**src/rtl/unified_memory_arbiter.sv**
```systemverilog
// unified_memory_arbiter
// Shares one single-port unified instruction/data memory between the core's
// instruction-fetch requester and its load/store requester.
// Ports:
//   i_clk, i_arst                 clock, asynchronous active-high reset
//   i_fetch*/o_fetch*             fetch request, combinational grant, registered response
//   i_data*/o_data*               load/store request, combinational grant, registered response
//   o_mem*/i_memReadData          memory address/write drive and combinational read data
// Parameter FIXED_PRIORITY: 0 = round-robin on conflict, 1 = data port always wins.
module unified_memory_arbiter #(
    parameter bit FIXED_PRIORITY = 1'b0
) (
    input  logic        i_clk,
    input  logic        i_arst,
    input  logic        i_fetchReq,
    input  logic [31:0] i_fetchAddr,
    output logic        o_fetchGnt,
    output logic        o_fetchRspValid,
    output logic [31:0] o_fetchRspData,
    output logic        o_fetchRspError,
    input  logic        i_dataReq,
    input  logic        i_dataWe,
    input  logic [31:0] i_dataAddr,
    input  logic [31:0] i_dataWdata,
    output logic        o_dataGnt,
    output logic        o_dataRspValid,
    output logic [31:0] o_dataRspData,
    output logic        o_dataRspError,
    output logic [31:0] o_memAddr,
    output logic        o_memWriteEnable,
    output logic [31:0] o_memWriteData,
    input  logic [31:0] i_memReadData
);

    localparam int unsigned DW = 32;

    typedef enum logic {
        GNT_FETCH = 1'b0,
        GNT_DATA  = 1'b1
    } grant_e;

    grant_e          last_grant_q, last_grant_d;
    logic            fetch_gnt_c, data_gnt_c, data_wins_c;
    logic            fetch_aligned_c, data_aligned_c;

    logic            fetch_rsp_valid_q, fetch_rsp_valid_d;
    logic [DW-1:0]   fetch_rsp_data_q, fetch_rsp_data_d;
    logic            fetch_rsp_error_q, fetch_rsp_error_d;
    logic            data_rsp_valid_q, data_rsp_valid_d;
    logic [DW-1:0]   data_rsp_data_q, data_rsp_data_d;
    logic            data_rsp_error_q, data_rsp_error_d;

    // Arbitration and memory drive; grants are suppressed while in reset.
    always_comb begin
        fetch_aligned_c = (i_fetchAddr[1:0] == 2'b00);
        data_aligned_c  = (i_dataAddr[1:0] == 2'b00);
        // On conflict, data wins if fixed-priority or fetch was granted last.
        data_wins_c     = FIXED_PRIORITY ? 1'b1 : (last_grant_q == GNT_FETCH);
        data_gnt_c      = !i_arst && i_dataReq && (!i_fetchReq || data_wins_c);
        fetch_gnt_c     = !i_arst && i_fetchReq && (!i_dataReq || !data_wins_c);
        o_memAddr        = data_gnt_c ? i_dataAddr : i_fetchAddr;
        o_memWriteData   = i_dataWdata;
        // Misaligned stores are accepted but never reach memory.
        o_memWriteEnable = data_gnt_c && i_dataWe && data_aligned_c;
    end

    assign o_fetchGnt = fetch_gnt_c;
    assign o_dataGnt  = data_gnt_c;

    // Next-state for grant history and response capture.
    always_comb begin
        last_grant_d      = last_grant_q;
        fetch_rsp_valid_d = fetch_gnt_c;
        fetch_rsp_data_d  = fetch_rsp_data_q;
        fetch_rsp_error_d = fetch_rsp_error_q;
        data_rsp_valid_d  = data_gnt_c;
        data_rsp_data_d   = data_rsp_data_q;
        data_rsp_error_d  = data_rsp_error_q;

        if (fetch_gnt_c) begin
            last_grant_d      = GNT_FETCH;
            fetch_rsp_data_d  = fetch_aligned_c ? i_memReadData : '0;
            fetch_rsp_error_d = !fetch_aligned_c;
        end else if (data_gnt_c) begin
            last_grant_d      = GNT_DATA;
        end

        if (data_gnt_c) begin
            // Stores and misaligned loads return zero data.
            data_rsp_data_d  = (data_aligned_c && !i_dataWe) ? i_memReadData : '0;
            data_rsp_error_d = !data_aligned_c;
        end
    end

    // State registers; reset discards any pending response.
    always_ff @(posedge i_clk or posedge i_arst) begin
        if (i_arst) begin
            last_grant_q      <= GNT_DATA;
            fetch_rsp_valid_q <= 1'b0;
            fetch_rsp_data_q  <= '0;
            fetch_rsp_error_q <= 1'b0;
            data_rsp_valid_q  <= 1'b0;
            data_rsp_data_q   <= '0;
            data_rsp_error_q  <= 1'b0;
        end else begin
            last_grant_q      <= last_grant_d;
            fetch_rsp_valid_q <= fetch_rsp_valid_d;
            fetch_rsp_data_q  <= fetch_rsp_data_d;
            fetch_rsp_error_q <= fetch_rsp_error_d;
            data_rsp_valid_q  <= data_rsp_valid_d;
            data_rsp_data_q   <= data_rsp_data_d;
            data_rsp_error_q  <= data_rsp_error_d;
        end
    end

    assign o_fetchRspValid = fetch_rsp_valid_q;
    assign o_fetchRspData  = fetch_rsp_data_q;
    assign o_fetchRspError = fetch_rsp_error_q;
    assign o_dataRspValid  = data_rsp_valid_q;
    assign o_dataRspData   = data_rsp_data_q;
    assign o_dataRspError  = data_rsp_error_q;

endmodule

```
**config.mk**
```make
export PLATFORM = sky130hd
export DESIGN_NAME = unified_memory_arbiter
export DESIGN_NICKNAME = d
export VERILOG_FILES = /design/src/rtl/unified_memory_arbiter.sv
export SDC_FILE = /design/constraint.sdc
export NUM_CORES = 1
export LEC_CHECK = 0
export ABC_AREA = 1
export CORE_ASPECT_RATIO = 1.2
export CORE_MARGIN = 2
export CORE_UTILIZATION = 30
export DETAILED_ROUTE_END_ITERATION = 10
export PLACE_DENSITY = 0.81
export SETUP_SLACK_MARGIN = 0.5
export SYNTH_ARGS = -nofsm -noshare
export SYNTH_HDL_FRONTEND = slang
export SYNTH_SLANG_ARGS = --single-unit
```
**constraint.sdc**
```tcl
create_clock -name i_clk -period 2.26 [get_ports i_clk]
set_input_delay 0.452 -clock i_clk [delete_from_list [all_inputs] [get_ports i_clk]]
set_output_delay 0.452 -clock i_clk [all_outputs]
set_load 0.05 [all_outputs]
```
# Yosys cells after proc, flatten, opt, wreduce, memory -nomap -nowiden
# Index checks and enable logic that the tools add are counted.
# word_totals
register_bits	69
input_bits	133
out_inout_bits	135
# classes
mux	5
reduce_logical	18
n_bitwise	1
# op_table
op	count
two-way mux 32 bit	3
logical AND 1 bit	7
logical NOT 1 bit	6
logical NOT 2 bit	2
logical OR 1 bit	2
two-way mux 1 bit	2
nonzero test 2 bit	1
inverter 1 bit	1

# Longest topological paths before layout
# Gate-level depths: netlist (run 1).
# depth
depth_word	5
depth_mapped	7

# Worst setup path after synthesis (run 1)
# OpenSTA, ideal clock, no wires.
# synth_path
kind	input to output
start	input port i_arst
end	output port o_memWriteEnable
path_slack_ns	-1.007
n_path_buf	2
required_time_ns	1.808
stages	5
t_arrival_ns	2.815
cell_sequence	inv_2 > nand3_2 > buf_6 > buf_2 > nor3_1
# synth_between
elab_chain_len	5
# synth_rtl
element	line_no	rtl
start: declaration	14	input logic i_arst,
logical NOT 1 bit (no line)	-	
logical AND 1 bit (2 in series)	59	data_gnt_c = !i_arst && i_dataReq && (!i_fetchReq || data_wins_c);
logical AND 1 bit (2 in series)	64	o_memWriteEnable = data_gnt_c && i_dataWe && data_aligned_c;
end: declaration	30	output logic o_memWriteEnable,
# No other way between the ends.

# Worst setup path in the final report (run 1)
# layout_path
start	register last_grant_q
end	output port o_memAddr[10]
# layout_between
elab_chain_len	4
# layout_rtl
element	line_no	rtl
start: declaration	42	grant_e last_grant_q, last_grant_d;
start signal: assignment	106	last_grant_q <= last_grant_d;
inverter 1 bit	58	data_wins_c = FIXED_PRIORITY ? 1'b1 : (last_grant_q == GNT_FETCH);
logical OR 1 bit	59	
logical AND 1 bit	59	
two-way mux 32 bit	61	o_memAddr = data_gnt_c ? i_dataAddr : i_fetchAddr;
end: declaration	29	output logic [31:0] o_memAddr,
# No other way between the ends.

==> summary.txt, run 1 <==
Outcome
  – Status: complete, no violations

Critical path
  – Critical Path Sink Type: primary output
  – Critical path class: reg2out
  – Origin of the worst setup path: last_grant_q
  – Crit path max fanout: 7
  – Reg-to-reg endpoint: o_fetchRspData[12]
  – WP data arrival: 1670 ps
  – Worst reg2reg startpoint: last_grant_q
  – Critical path launch point type: flip-flop
  – CP required: 1810 ps
  – Flop2flop setup slack: 650 ps
  – Reg2reg path depth: 8

Clock tree
  – Clock buffer depth: 2
  – Clk sink count: 69
  – Hold buffers post-CTS: 0
  – Worst skew pair latency: 330 ps
  – CTS tree: built
  – Cts bufs inserted: 9
  – Root buf cell: clkbuf_16
  – H-tree depth: 3
  – Clock transition at path regs: 60 ps

Final layout
  – Antenna cells: 0
  – P&R area growth vs syn: 91.1%
  – Final core occ: 58.3%
  – Layout cells sized above 1: 24.4%
  – Nets: 830

STA
  – Worst Max-Slew Pin Slew: 949 ps
  – Final period util: 93.7%
  – Setup-failing EPs final: 0
  – WHS: 464 ps
  – Fin. Hold Viols: 0
  – Fmax: 472 MHz
  – RSZ-0062 raised after global routing: yes
  – Setup TNS Final: 0 ps
  – Fin crit period: 2120 ps
  – Slew HR: 36.8%
  – Final Max Tran Viols: 0
  – Skew final: 7.18 ps

Route
  – Initial drt markers: 196
  – Via density: 4.59
  – Detailed Routing Iterations Pass 1: 7
  – Post-route ant nets: 0
  – Total Wirelength: 15400 µm
  – Drt wl/cell: 17.9 µm
  – Via count: 3960
  – Drc violations: 0

Synthesis
  – FF+latch count, synth: 69
  – Leading area contributor after synthesis: dfrtp_1
  – Post-Synth XOR/XNOR Area: 0%
  – Synth unique cells: 19
  – Top cell type's share of synthesized area: 46.3%
  – Syn_nets: 640
  – Yosys synthesis warning count: 0
  – Adder-Cell Fraction of Synth Area: 0%
  – Post-synthesis cell area: 0.00368 mm²
  – Register area share after synthesis: 47.0%
  – Cells after synthesis: 507
  – Synth Area in Compound Gates: 4.73%
  – Synth Area in Simple Gates: 32.6%
  – Syn_area_per_cell: 7.25 µm²
  – Largest cells by area after synthesis: dfrtp_1 46%, nand2_1 24%, buf_4 8.0%, nand3_1 4.4%, inv_1 3.9%
  – Multiplexer area fraction after synthesis: 0%
  – Largest family of logic cells by synthesized area: simple AND/OR/NAND/NOR gates

Place
  – Placed wire-length estimate: 10400 µm
  – Port bufs: 203
  – Placer Congestion: 0.813

Floorplanning
  – Chip Width: 105 µm
  – I/O pins: 268
  – Row cnt: 44
  – Initial Utilization: 30.5%
  – Chip height: 125 µm
  – Die area: 0.0132 mm²
  – Core Area: 0.0121 mm²

Global route
  – First-pass GRT wire length: 23300 µm
  – Initial antenna violation count: 0
  – Via count of the first global-routing pass: 4051
  – Largest net degree at the start of global routing: 70
  – Grt ovf: 0
  – Gr usage total: 23.4%

Min path
  – Hold Path End: o_fetchRspData[1]
  – Hold Path Depth: 2
  – Hold wc startpoint: o_fetchRspData[1]
  – Min-delay worst type: reg2reg

Job
  – Max_cap viols: 0

Power and ir drop
  – Pleak: 3.75 nW
  – Maximum VDD drop: 0.000432 V
  – Cell Pwr Density: 643 mW/mm²
area by class of cell:
class,instances,area [µm²]
inverter,40,174
sequential,69,1730
timing repair inverter,1,8.76
clock buffer,11,253
clock inverter,4,47.5
fill,1007,5030
multi-input combinational,338,1880
timing repair buffer,238,2740
tap,161,201
power by group:
part	internal (mW)	leakage, nW	total (mW)	switching, mW
logic	0.665	2.67	1.70	1.04
clock network	0.904	0.147	1.42	0.518
registers	1.34	0.933	1.39	0.0529
sequential cells by signal, indices dropped and copies added (netlist names):
signal,cells
o_fetchRspError,1
o_dataRspData,32
o_dataRspValid,1
o_fetchRspValid,1
last_grant_q,1
o_fetchRspData,32
o_dataRspError,1
cell usage in the layout (no fill, tap or decap), types with 2 or more instances in the layout:
cell             Yosys  routed
nand2_4              0      54
buf_12               0      40
dfrtp_1             68      68
nand3_1             32      32
o21ai_0             28      28
clkdlybuf4s50_1      0      97
dlygate4sd2_1        0      71
buf_6                4       6
inv_1               38      38
o21ai_4              0       2
nor2_1              34      33
clkbuf_8             0       2
bufbuf_16            0       2
clkbuf_16            0      10
nand2_1            233     158
clkinv_2             0       2
nand2_2              0      21
o21ai_1              5       5
nor2_4               2       2
buf_4               39      19
critical path, stage by stage (launching register included):
cell and delay (ps):
dfstp_2 540, nand2_2 60, nand3_4 80, buf_12 160, inv_8 60, buf_12 150
nand2_2 70, nand2_4 50, buf_12 140
synthesized netlist by cell type:
| master | count |
|---|---|
| buf_1 | 1 |
| buf_2 | 14 |
| buf_4 | 39 |
| buf_6 | 4 |
| clkbuf_1 | 1 |
| clkbuf_2 | 2 |
| dfrtp_1 | 68 |
| dfstp_2 | 1 |
| inv_1 | 38 |
| inv_2 | 2 |
| nand2_1 | 233 |
| nand3_1 | 32 |
| nand3_2 | 1 |
| nor2_1 | 34 |
| nor2_4 | 2 |
| nor3_1 | 1 |
| o21ai_0 | 28 |
| o21ai_1 | 5 |
| o21ai_2 | 1 |
worst max-delay path by stage:
stage | to | slack, ps | depth (start not counted)
floorplan | o_memWriteEnable | 350 | 5
global placement | o_memAddr[5] | -100 | 8
detailed placement | o_memAddr[11] | -90 | 8
CTS | o_memAddr[5] | 140 | 7
global route | o_memAddr[10] | 90 | 8
finish | o_memAddr[10] | 140 | 8
per-stage QoR:
stage          total power [mW]  area (µm²)  setup slack (ps)  cells
3_3_place_gp               3.03        6290              -105    833
6_report                   4.52        7030               143    862
5_1_grt                    4.72        7030              86.2    862
3_5_place_dp               3.04        6290             -92.2    833
4_1_cts                    4.54        6920               137    861
2_1_floorplan              2.44        3950               354    507
what timing repair did:
item | in CTS | in global routing
setup buffers | 8 | 0
pin swaps | 9 | 4
cloned | 5 | 1
gates resized for setup | 143 | 20
endpoints found under the setup margin | 132 | 35
per-layer routing:
| metal | track usage, % | part of all wire, % |
|---|---|---|
| met1 | 29.3 | 42 |
| met4 | 6.20 | 1.9 |
| met2 | 37.4 | 45 |
| met3 | 9.85 | 11 |
| met5 | 0 | 0 |
logic make-up after synthesis:
kind of cell / after synthesis
simple gates: 303
compound gates: 34
flops: 69
buf+inv: 101
No activity file was read; power rests on OpenSTA's default activity.
==> run 2, diff against run 1 <==
Settings changed: SETUP_SLACK_MARGIN 0.5 to unset.
==> run 2 against run 1 <==
- wire length down 5.6%
- maximum frequency down 4.5%
- register-to-register slack gained 70 ps
- die area unchanged
- combinational power down 5%
- first-iteration DRC count grew 19%
- non-clock buffer count shrank 5
- via count shrank 2.9%
- clock-buffer cell count unchanged
- sequential power about the same
- design area is 6.0% lower
==> summary.txt, run 2 (synthesis gave the netlist of run 1 again) <==
Outcome
  – Status: complete, no violations (unchanged)

Floorplanning
  – Chip height: 125 µm (unchanged)
  – Chip Width: 105 µm (unchanged)
  – Core Area: 0.0121 mm² (unchanged)
  – Initial Utilization: 30.5% (unchanged)
  – Die area: 0.0132 mm² (unchanged)
  – Row cnt: 44 (unchanged)
  – I/O pins: 268 (unchanged)

Critical path
  – Flop2flop setup slack: 720 ps (was 650 ps)
  – Crit path max fanout: 15 (was 7)
  – Critical Path Slowest Stage Cell: dfstp_2 (unchanged)
  – Critical path launch point type: flip-flop (unchanged)
  – CP required: 1810 ps (about the same)
  – Cells along the critical path: nand2_2 > nand3_4 > buf_4 > buf_12 > nand2_1 > nand2_2 > buf_12 (was nand2_2 > nand3_4 > buf_12 > inv_8 > buf_12 > nand2_2 > nand2_4 > buf_12)
  – Critical Path Sink Type: primary output (unchanged)
  – Sum of buffers and inverters on the critical path: 3 (was 4)
  – Worst reg2reg startpoint: last_grant_q (unchanged)
  – Top delay family on crit path: flip-flops (unchanged)
  – Crit-path max cell delay: 560 ps (was 540 ps)
  – Reg-to-reg endpoint: o_fetchRspData[9] (was o_fetchRspData[12])
  – Reg2reg path depth: 4 (was 8)
  – Critical path class: reg2out (unchanged)
  – WP data arrival: 1770 ps (was 1670 ps)

Route
  – Via count: 3846 (was 3960)
  – DRT met1 WL: 5860 µm (was 6470 µm)
  – Detailed Routing Iterations Pass 1: 4 (was 7)
  – Max layer used: met4 (unchanged)
  – Post-route ant nets: 0 (unchanged)
  – Drc violations: 0 (unchanged)
  – Via density: 4.48 (was 4.59)
  – Drt wl/cell: 16.9 µm (was 17.9 µm)
  – WL met2: 6570 µm (was 6970 µm)
  – Met3 WL post-DR: 1780 µm (was 1660 µm)
  – Total Wirelength: 14500 µm (was 15400 µm)
  – Initial drt markers: 234 (was 196)

Final layout
  – Antenna cells: 0 (unchanged)
  – Post-route cell area: 0.00660 mm² (was 0.00703 mm²)
  – Nets: 825 (was 830)
  – Most common cell after layout, fill and taps aside: nand2_1 (unchanged)
  – Most frequent cells in the layout: 223 x nand2_1, 164 x clkdlybuf4s50_1, 68 x dfrtp_1 (was 158 x nand2_1, 97 x clkdlybuf4s50_1, 71 x dlygate4sd2_1)
  – P&R area growth vs syn: 79.6% (was 91.1%)
  – Layout cells sized above 1: 14.5% (was 24.4%)
  – Final cell count without fillers: 858 (was 862)

STA
  – Final period util: 98.1% (was 93.7%)
  – Fin. Hold Viols: 0 (unchanged)
  – Fmax: 451 MHz (was 472 MHz)
  – Slew HR: 36.7% (was 36.8%)
  – Worst Max-Slew Pin Slew: 946 ps (was 949 ps)
  – Final WS setup: 42.5 ps (was 143 ps)
  – Setup-failing EPs final: 0 (unchanged)
  – Setup TNS Final: 0 ps (unchanged)
  – Final Max Tran Viols: 0 (unchanged)
  – Skew final: 3.86 ps (was 7.18 ps)
  – Fin crit period: 2220 ps (was 2120 ps)

Min path
  – Hold Path Depth: 2 (unchanged)
  – Hold wc startpoint: o_fetchRspData[7] (was o_fetchRspData[1])
  – Min-delay worst type: reg2reg (unchanged)
  – Hold Path End: o_fetchRspData[7] (was o_fetchRspData[1])

Global route
  – Initial antenna violation count: 0 (unchanged)
  – Gr usage total: 20.9% (was 23.4%)
  – First-pass GRT wire length: 21000 µm (was 23300 µm)
  – Largest net degree at the start of global routing: 70 (unchanged)
  – Grt ovf: 0 (unchanged)
  – Via count of the first global-routing pass: 3692 (was 4051)

Place
  – Placed wire-length estimate: 10100 µm (was 10400 µm)
  – Placer Congestion: 0.891 (was 0.813)
  – Placement Setup Slack: -137 ps (was -92.2 ps)
  – Placed cell areas: 0.00603 mm² (was 0.00629 mm²)
  – Placed insts: 831 (was 833)
  – Port bufs: 203 (unchanged)

Job
  – Max_cap viols: 0 (unchanged)

Clock tree
  – Clock transition at path regs: 60 ps (about the same)
  – Clock buffer depth: 2 (unchanged)
  – Root buf cell: clkbuf_16 (unchanged)
  – Clk sink count: 69 (unchanged)
  – CTS tree: built (unchanged)
  – H-tree depth: 3 (unchanged)
  – Worst skew pair latency: 320 ps (was 330 ps)
  – Cts bufs inserted: 9 (unchanged)

Power and ir drop
  – Maximum VDD drop: 0.000393 V (was 0.000432 V)
  – Final Total Pwr: 4.65 mW (was 4.52 mW)
  – Pleak: 3.24 nW (was 3.75 nW)
  – Cell Pwr Density: 705 mW/mm² (was 643 mW/mm²)
==> run 2: cell type report <==
cell class,instances,area (µm²)
tap,161,201
timing repair buffer,233,2710
sequential,69,1730
multi-input combinational,337,1430
clock buffer,11,243
inverter,40,168
fill,1046,5450
timing repair inverter,2,17.5
clock inverter,5,106
==> run 2: through the flow <==
stage | util (%) | hold slack (ps)
floorplan | - | 377
detailed placement | 50.1 | 458
finish | 54.8 | 469
global placement | 50.1 | 453
global route | 54.8 | 490
CTS | 53.1 | 473
==> run 2: worst reg2reg max path, cell delays in order, from the launching register on <==
cell and delay [ps]:
dfstp_2 380, buf_4 140, o21ai_4 700, nand2_1 160
nand2_1 90
==> run 2: how the worst max path moves through the flow <==
stage / cells past startpoint / end / startpoint / slack, ps
floorplan: 7 / o_memAddr[22] / i_arst / 6
global placement: 7 / o_memAddr[2] / i_arst / -150
detailed placement: 7 / o_memAddr[4] / i_arst / -140
CTS: 7 / o_memAddr[31] / i_arst / -40
global route: 8 / o_memAddr[19] / last_grant_q / -30
finish: 7 / o_memAddr[4] / last_grant_q / 40
==> run 2: what timing repair did <==
| action | CTS | global route |
|---|---|---|
| gates cloned | 0 | 4 |
| setup endpoints to repair | 32 | 32 |
| buffers inserted | 0 | 7 |
| gates resized for setup | 5 | 19 |
| hold buffers | 0 | 0 |
| pin swaps | 0 | 3 |
==> run 2: routing by layer <==
layer  GRT usage [%]  vias to the layer above
met3            10.3                       28
met5               0                        -
met4            6.27                        0
met1            25.5                     1755
li1                -                     1873
met2            32.5                      190
==> run 2: power breakdown <==
part	switching, mW	total (mW)	internal [mW]	leakage, nW
Clock	0.522	1.63	1.11	0.166
Combinational	0.964	1.62	0.661	2.14
Sequential	0.0569	1.39	1.34	0.933
Total	1.54	4.65	3.11	3.24
==> run 3, diff against run 2 <==
Settings changed: CELL_PAD_IN_SITES_DETAIL_PLACEMENT set to 1, CELL_PAD_IN_SITES_GLOBAL_PLACEMENT set to 2, CORE_MARGIN 2 to 1, CORE_UTILIZATION 30 to 18, PLACE_DENSITY 0.81 to 0.93.
Clock period 2.26 ns to 2.7 ns, I/O delays scaled along.
==> run 3 against run 2 <==
- flip-flop and latch count stayed put
- first-iteration DRC count is 68% lower
- wire length is 9.2% higher
- critical path type is now in2out
- design area is 3.3% lower
==> summary.txt, run 3 (synthesis gave the netlist of run 1 again) <==
STA
  – Fmax: 398 MHz
  – Final period util: 93.2%
  – Fin crit period: 2520 ps
  – Skew final: 4.00 ps (was 3.86 ps)
  – Setup TNS Final: 0 ps (unchanged)
  – Worst Max-Slew Pin Slew: 981 ps (was 946 ps)
  – RSZ-0062 raised after global routing: no
  – Setup-failing EPs final: 0 (unchanged)
  – Fin. Hold Viols: 0 (unchanged)
  – Slew HR: 34.6% (was 36.7%)
  – Final Max Tran Viols: 0 (unchanged)

Critical path
  – Critical path class: in2out (was reg2out)
  – Flop2flop setup slack: 990 ps (was 720 ps)
  – WP data arrival: 1980 ps (was 1770 ps)
  – Reg2reg path depth: 5 (was 4)
  – Reg-to-reg endpoint: o_dataRspData[9] (was o_fetchRspData[9])
  – Worst reg2reg startpoint: last_grant_q (unchanged)
  – Crit path max fanout: 31 (was 15)
  – Critical Path Sink Type: primary output (unchanged)
  – CP required: 2160 ps (was 1810 ps)
  – Origin of the worst setup path: i_fetchReq (was last_grant_q)
  – Critical path launch point type: input port (was flip-flop)
  – Setup crit end: o_memAddr[12] (was o_memAddr[4])

Power and ir drop
  – Final Total Pwr: 3.66 mW (was 4.65 mW)
  – Maximum VDD drop: 0.000317 V (was 0.000393 V)
  – Pleak: 3.04 nW (was 3.24 nW)
  – Cell Pwr Density: 573 mW/mm² (was 705 mW/mm²)

Min path
  – Min-delay worst type: reg2reg (unchanged)

Global route
  – Largest net degree at the start of global routing: 70 (unchanged)
  – First-pass GRT wire length: 24300 µm (was 21000 µm)
  – Via count of the first global-routing pass: 4052 (was 3692)
  – Gr usage total: 15.6% (was 20.9%)
  – Initial antenna violation count: 1 (was 0)
  – Grt ovf: 0 (unchanged)

Floorplanning
  – Row cnt: 56 (was 44)
  – Initial Utilization: 18.6% (was 30.5%)
  – Die area: 0.0210 mm² (was 0.0132 mm²)
  – Chip Width: 132 µm (was 105 µm)
  – Core Area: 0.0198 mm² (was 0.0121 mm²)
  – Chip height: 159 µm (was 125 µm)
  – I/O pins: 268 (unchanged)

Place
  – Placed wire-length estimate: 11800 µm (was 10100 µm)
  – Placer Congestion: 0.809 (was 0.891)
  – Placed insts: 922 (was 831)
  – Port bufs: 203 (unchanged)
  – Placed cell areas: 0.00609 mm² (was 0.00603 mm²)

Route
  – Via density: 4.03 (was 4.48)
  – Detailed Routing Iterations Pass 1: 4 (unchanged)
  – Drt wl/cell: 16.9 µm (about the same)
  – Via count: 3781 (was 3846)
  – Drc violations: 0 (unchanged)
  – Total Wirelength: 15900 µm (was 14500 µm)
  – Post-route ant nets: 0 (unchanged)
  – Initial drt markers: 74 (was 234)

Clock tree
  – H-tree depth: 3 (unchanged)
  – Worst skew pair latency: 330 ps (was 320 ps)
  – Hold buffers post-CTS: 0 (unchanged)
  – Cts bufs inserted: 9 (unchanged)
  – Post-CTS sizing: 0 (was 5)
  – Setup bufs post-CTS: 0 (unchanged)
  – CTS tree: built (unchanged)
  – Clk sink count: 69 (unchanged)
  – Clock buffer depth: 2 (unchanged)
  – Clock transition at path regs: 60 ps (about the same)
  – Root buf cell: clkbuf_16 (unchanged)

Final layout
  – P&R area growth vs syn: 73.6% (was 79.6%)
  – Nets: 805 (was 825)
  – Most frequent cells in the layout: 233 x nand2_1, 168 x clkdlybuf4s50_1, 68 x dfrtp_1 (was 223 x nand2_1, 164 x clkdlybuf4s50_1, 68 x dfrtp_1)
  – Final core occ: 32.3% (was 54.8%)
  – Layout cells sized above 1: 10.2% (was 14.5%)
  – Post-route cell area: 0.00638 mm² (was 0.00660 mm²)
  – Final cell count without fillers: 939 (was 858)
  – Most common cell after layout, fill and taps aside: nand2_1 (unchanged)

Job
  – Max_cap viols: 0 (unchanged)

Outcome
  – Status: complete, no violations (unchanged)
run 3: cell types whose count changed in the layout (fill, tap and decap cells not counted), moves of 2 or more:
| cell | delta |
|---|---|
| nand2_2 | -10 |
| bufinv_16 | -2 |
| clkdlybuf4s50_1 | +4 |
| nand2_1 | +10 |
| inv_6 | -4 |
| buf_12 | -4 |
| clkinv_2 | +2 |
| buf_4 | -12 |
| clkbuf_16 | -2 |
| dlymetal6s2s_1 | -3 |
run 3: worst min-delay path by stage:
stage / start / end / cells after the start
floorplan: last_grant_q / last_grant_q / 2
global route: o_fetchRspData[12] / o_fetchRspData[12] / 2
finish: o_fetchRspData[4] / o_fetchRspData[4] / 2
CTS: o_fetchRspData[15] / o_fetchRspData[15] / 2
detailed placement: o_fetchRspData[12] / o_fetchRspData[12] / 2
global placement: o_fetchRspData[15] / o_fetchRspData[15] / 2
run 3: critical path: stages:
cell and delay (ps):
clkdlybuf4s50_1 510, nand2_1 100, nand3_4 80, buf_4 310, nand2_1 120, nand2_1 150
buf_12 150
run 3: report_power, final:
group / internal (mW) / switching [mW]
clock network: 0.738 / 0.463
registers: 1.12 / 0.0487
logic: 0.510 / 0.778
run 3: final cells by class:
cell class / count / area (µm²)
fillers: 2317 / 13400
repair buffers: 215 / 2480
flip-flops and latches: 69 / 1730
multi-input cells: 337 / 1390
well taps: 261 / 327
clock buffers: 12 / 246
inverters: 40 / 153
clock inverters: 4 / 47.5
diodes: 1 / 2.50
run 3: routing by layer:
metal	vias to the layer above	global-route usage (%)	wire [µm]
met1	1726	16.3	6240
met3	33	6.84	1720
li1	1832	-	-
met4	2	6.51	473
met5	-	0	13
met2	188	27.3	7430
run 3: through the flow:
step,hold WS [ps],setup slack (ps)
floorplan,469,38.4
global placement,453,211
detailed placement,459,176
CTS,473,170
global route,486,104
finish,470,185
